--- src/rtl/mem_pkg.sv ---
// Shared widths and types for the memory subsystem banks.
package mem_pkg;

  localparam int unsigned ADDR_W = 8;
  localparam int unsigned DATA_W = 8;

  typedef logic [ADDR_W-1:0] addr_t;
  typedef logic [DATA_W-1:0] data_t;

endpackage : mem_pkg

--- src/rtl/bank_valid_array.sv ---
// Per-word "written since reset" flags: cleared as a block, set per write.
module bank_valid_array #(
  parameter int unsigned ADDR_W = mem_pkg::ADDR_W
) (
  input  logic              clk,
  input  logic              reset,
  input  logic [ADDR_W-1:0] addr,
  input  logic              set,
  output logic              valid_c
);

  localparam int unsigned DEPTH = 1 << ADDR_W;

  logic [DEPTH-1:0] bits;

  // Clear every flag on reset; mark the addressed word on a write.
  always_ff @(posedge clk) begin
    if (reset) begin
      bits <= '0;
    end else if (set) begin
      bits[addr] <= 1'b1;
    end
  end

  // Combinational lookup of the addressed word's flag.
  always_comb begin
    valid_c = bits[addr];
  end

endmodule : bank_valid_array

--- src/rtl/bank.sv ---
// Single-port memory bank with synchronous read and per-word valid tracking.
module bank
  import mem_pkg::*;
#(
  parameter int unsigned ADDR_W = mem_pkg::ADDR_W,
  parameter int unsigned DATA_W = mem_pkg::DATA_W
) (
  input  logic              clk,
  input  logic              reset,
  input  logic [ADDR_W-1:0] addr,
  input  logic [DATA_W-1:0] data_in,
  input  logic              read_enable,
  input  logic              write_enable,
  output logic [DATA_W-1:0] data_out,
  output logic              valid_out
);

  localparam int unsigned DEPTH = 1 << ADDR_W;

  logic [DATA_W-1:0] mem [DEPTH];
  logic              word_valid_c;
  logic              do_write_c;

  // Requests in a reset cycle are ignored; enables gate any X on addr.
  always_comb begin
    do_write_c = write_enable & ~reset;
  end

  bank_valid_array #(
    .ADDR_W (ADDR_W)
  ) u_valid (
    .clk     (clk),
    .reset   (reset),
    .addr    (addr),
    .set     (do_write_c),
    .valid_c (word_valid_c)
  );

  // Storage array; deliberately not reset so it maps onto a RAM macro.
  always_ff @(posedge clk) begin
    if (do_write_c) begin
      mem[addr] <= data_in;
    end
  end

  // Registered read: pre-write contents on a same-address read+write,
  // zero data for unwritten words, data held when idle.
  always_ff @(posedge clk) begin
    if (reset) begin
      data_out  <= '0;
      valid_out <= 1'b0;
    end else if (read_enable) begin
      valid_out <= word_valid_c;
      data_out  <= word_valid_c ? mem[addr] : DATA_W'(0);
    end else begin
      valid_out <= 1'b0;
    end
  end

endmodule : bank

--- config.mk ---
export PLATFORM = sky130hd
export DESIGN_NAME = bank
export DESIGN_NICKNAME = d
export VERILOG_FILES = /design/src/rtl/mem_pkg.sv /design/src/rtl/bank_valid_array.sv /design/src/rtl/bank.sv
export SDC_FILE = /design/constraint.sdc
export NUM_CORES = 2
export LEC_CHECK = 0
export ABC_AREA = 0
export CAP_MARGIN = 40
export CORE_ASPECT_RATIO = 1.25
export CORE_MARGIN = 5
export CORE_UTILIZATION = 47
export CTS_BUF_LIST = sky130_fd_sc_hd__clkbuf_16
export CTS_CLUSTER_SIZE = 30
export DETAILED_ROUTE_END_ITERATION = 10
export PLACE_DENSITY = 0.62
export REMOVE_ABC_BUFFERS = 1
export SETUP_SLACK_MARGIN = 0.3
export SYNTH_ARGS = -nofsm -noshare
export SYNTH_HDL_FRONTEND = slang
export SYNTH_SLANG_ARGS = --single-unit
--- constraint.sdc ---
create_clock -name clk -period 4.5 [get_ports clk]
set_input_delay 0.9 -clock clk [delete_from_list [all_inputs] [get_ports clk]]
set_output_delay 0.9 -clock clk [all_outputs]
set_load 0.01 [all_outputs]
Word-level counts from Yosys, hierarchy flattened:

Memory sizes are Yosys's and may differ from the RTL's.
Index checks and enable logic that the tools add are counted.

* memory bits (writable): 2048
* word-level logic and storage cells: 19
* bits of input ports: 20
* output and inout bits: 9
* memories: 1
* register bits after elaboration: 265

Memories
* mem: depth 256, bits a word 8, rd ports 1, clocked after Yosys merged registers in 0, write ports 1, line bank.sv:20 `logic [DATA_W-1:0] mem [DEPTH];`

* reductions and logical operators: 2
* magnitude comparators: 2
* mux-type cells: 7
* bitwise operators: 4

Operators with widths (number)
* $or 256x256->256: 1
* $lt 8x9->1 const B: 1
* $bmux 1 s8: 1
* $demux 1 s8: 1
* $ge 8x1->1 const B: 1
* $mux 8: 1
* $mux 1: 4
* $not 1->1: 2
* $reduce_or 2->1: 1
* $and 1x1->1: 1
* $logic_and 1x1->1: 1

Depth between registers and ports, before layout:

* depth after elaboration: 5
* gate-level depth with buffers: 13
* gate-level depth less buffers: 7

By module:

A second synthesis with hierarchy kept.

* cell total of the unflattened synthesis: 4755
* area total of the unflattened synthesis: 89528.4 µm²

Modules (own cells, without submodules)
* bank: area each 79724.0 µm², seq. area each 61679.2 µm², times used 1, cells each 3725
* bank_valid_array: area each 9804.4 µm², seq. area each 5124.9 µm², times used 1, cells each 1030

Worst setup path after synthesis:

OpenSTA, ideal clock, no wires.

* path kind: input to register
* from: in addr[0]
* to: mem mem[109][0] (enable)
* data arrival time: 3119 ps
* setup time: 374 ps
* required time: 4126 ps
* slack: 1008 ps
* cell stages on the path: 10
* buffers on the path: 7
* cells stage by stage: buf_6 buf_8 buf_6 buf_4 buf_4 buf_6 nor3b_1 nand3_1 buf_2 nor2_1

RTL lines
* from (decl): line bank.sv:10 `input logic [ADDR_W-1:0] addr,`
* to (decl): line bank.sv:20

Straight into the memory's write port.

Worst setup path in the final report:

* from: in addr[0]
* to: reg data_out[7]

* cells in the longest elaborated chain, start to end: 3
* elaborated cells between the ends (all ways): 4
* classes of those cells: mux: 3; memory: 1

Ends and longest elaborated chain
* $bmux 1 s8: line bank_valid_array.sv:27 `valid_c = bits[addr];`
* $mux 1 (not written as such): line bank_valid_array.sv:27
* $mux 8 (*): line bank.sv:54 `data_out <= word_valid_c ? mem[addr] : DATA_W'(0);`
* to (signal assigned): line bank.sv:54
* to (decl): line bank.sv:14 `output logic [DATA_W-1:0] data_out,`

Every way passes the cells marked *; elsewhere a longest branch is shown, timed or not. The select of a mux whose other input is x is not followed.
A chain may end at the register's enable or synchronous reset.

==> impl_metrics.toml <==
[logic_synthesis]
yosys_warnings = 0
ys_top_cells_by_area = "edfxtp_1 69%, mux4_2 18%, dfxtp_1 6.0%"
synth.distinct_cells = 53
ys_seq_area_share_pct = 75.4
postSynthCellCount = 4310
synth_ff_type = "edfxtp_1"
synth.largest_area_cell = "edfxtp_1"
syn_area_um2 = 88600
avgSynthCellArea_um2 = 20.6
async_flop_share_pct = 0
synth_top_area_share_pct = 69.4
synth_edf_count = 2048
ys_ff_latch = 2313

[critical_path]
reg2reg_to = "data_out[7]"
crit_type = "in -> reg"
worstPathCellList = "buf_8 -> buf_12 -> buf_12 -> mux4_2 -> mux4_2 -> a22o_1 -> a221oi_1 -> o22ai_1 -> nor4_1 -> o21ai_1"
cp.required_ps = 5210
path_max_fanout = 21
max_stage_delay_ps = 530
reg2reg_from = "mem[211][7]"
start_kind = "primary input"
cp_top_family = "compound AO/OA/AOI/OAI gates"
end_kind = "flop"
worst-path-buf-inv = 3
cpMaxStageDelayCell = "mux4_2"
r2r_slack_ps = 1650
reg2regPathDepth = 7
crit_arrival_ps = 4150

[finish]
final_core_util_pct = 54.1
fin_cells = 7477
syn_to_final_growth_pct = 14.7
final_area_um2 = 102000
fin_nets = 4788
fillCellCount = 14500
drive_gt1_share_pct = 30.5

[min_path]
hold_start = "data_in[1]"
hp-class = "in -> reg"
hold_end = "mem[194][1]"
holdPathStages = 1

[die]
die_area_um2 = 197000
pin_count = 29
rows = 178
coreArea_um2 = 188000
start_util_pct = 47.2
die_w_um = 398
fp.dieH_um = 496

[drt]
wl_per_cell_um = 30.9
drc = 0
drt-total-wl_mm = 231
vias = 44500
route.antenna.remaining_nets = 0
drt_iter0_markers = 5209
firstDrtPassIters = 6
via_per_inst = 5.95

[sta]
worst_hold_slack_ps = 373
clock_skew_ps = 28.1
worstMarginPinSlew_ps = 1030
finalCritPeriodShare_pct = 76.6
report.final.slew_viol_count = 0
final.setup.tns_ps = 0
relSlewSlack_pct = 31.6
setup_viol = 0
timing.fmax_mhz = 290
hold_viol = 0
period_minus_slack_ps = 3450
rsz0062_at_grt = "no"

[grt]
grt_max_degree = 131
grt_usage_pct = 23.6
first_global_vias = 44900
grt_first_pass_wirelength_mm = 332
antenna_found_initial = 11
overflow = 0

[clock_tree]
post_cts_buffers = 0
cts_made_buffers = 209
cts_sinks = 2313
cts_tree = "built"
cts.clk_slew.worst_paths_ps = 60
holdBufCountCts = 0
insertion_delay_ps = 840
ctsLongestPathBuffers = 3
cts-htree-levels = 4
cts_root_buffer = "clkbuf_16"
cts.repair.resized = 0

[placement]
dp_cells = 7075
placed_cell_area_um2 = 94900
gp_congestion = 0.896
io_buffers = 28
hpwlAfterDp_mm = 148

[power_and_ir_drop]
p_leak_nw = 32.7
power_density_nw_per_um2 = 423
ir_drop_mv = 0.287

[status]
status = "completed"

[flow_run]
drv_cap = 0
==> flip-flops by register name, summed over array words and instances, names as in the netlist <==
register	cells
valid_out	1
mem	2048
u_valid.bits	256
data_out	8
==> through the flow <==
step / total power [W] / worst slack (ps)
after floorplan: 0.0247 / -337
after global placement: 0.0260 / 58.0
after detailed placement: 0.0260 / 218
after CTS: 0.0433 / 1110
after global routing: 0.0443 / 1010
final: 0.0430 / 1050
==> layout make-up <==
class,count,area (um2),area share [%]
diodes,5,12.5,0.0123
clock buffers,215,5380,5.29
clock inverters,180,1350,1.33
inverters,6,30.0,0.0295
multi-input cells,1746,20600,20.2
flip-flops and latches,2313,66800,65.7
well taps,2520,3150,3.10
repair buffers,492,4390,4.32
==> worst reg2reg max path, delay by kind of cell (launching register included) <==
family             cells  cell delay [ps]
AOI/OAI and AO/OA      4             1120
and+or+nand+nor        1              210
DFF                    1              370
muxes                  2             1020
==> routing by layer <==
| layer | GRT usage, % | routed length, um |
|---|---|---|
| met1 | 32.1 | 89700 |
| met2 | 39.1 | 116000 |
| met3 | 4.00 | 16900 |
| met4 | 8.11 | 8330 |
| met5 | 0 | 27 |
==> cells in the mapped netlist, drive strengths merged (4+ instances only) <==
cell and instances:
a31oi 4, o21ai 14, buf 133, nor2b 6
a22oi 45, nor2 780, mux4 703, nor3 14
nand2 55, inv 5, a21oi 18, a211oi 5
edfxtp 2048, o21ba 7, nand3 13, clkbuf 112
a22o 4, mux2i 24, o211ai 4, dfxtp 265
==> cells by family (layout without fill, tap and decap cells) <==
kind of cell / after synthesis / in the layout / synth area share (%)
muxes: 730 / 730 / 18.2
and+or+nand+nor: 892 / 892 / 3.95
AOI/OAI and AO/OA: 124 / 124 / 1.00
DFF: 2313 / 2313 / 75.4
other: 0 / 5 / 0
buffers and inverters: 251 / 893 / 1.51
==> power by group <==
part | switching, W | leakage [nW] | internal, W | total, W
sequential | 0.0000170 | 20.5 | 0.0234 | 0.0234
combinational | 0.00132 | 8.66 | 0.000845 | 0.00216
clock | 0.00781 | 3.50 | 0.00968 | 0.0175
==> placed cells by master (no fill, tap or decap), drive strengths merged, types with 6 or more instances in the layout <==
cell / Yosys / routed
edfxtp: 2048 / 2048
nor2: 780 / 780
mux4: 703 / 703
buf: 133 / 469
dfxtp: 265 / 265
clkbuf: 112 / 224
inv: 5 / 77
clkinv: 1 / 76
nand2: 55 / 55
a22oi: 45 / 45
mux2i: 24 / 24
a21oi: 18 / 18
bufinv: 0 / 18
clkinvlp: 0 / 15
nor3: 14 / 14
clkdlybuf4s50: 0 / 14
o21ai: 14 / 14
nand3: 13 / 13
o21ba: 7 / 7
nor2b: 6 / 6
==> worst max-delay path by stage <==
stage,startpoint,depth (start not counted),slack [ps],end
4_1_cts,addr[0],10,1110,data_out[7]
5_1_grt,addr[0],10,1010,data_out[7]
2_1_floorplan,addr[3],7,-340,data_out[0]
3_3_place_gp,addr[0],9,60,data_out[2]
6_report,addr[0],10,1050,data_out[7]
3_5_place_dp,addr[0],10,220,data_out[7]
No activity file was read; power rests on OpenSTA's default activity.
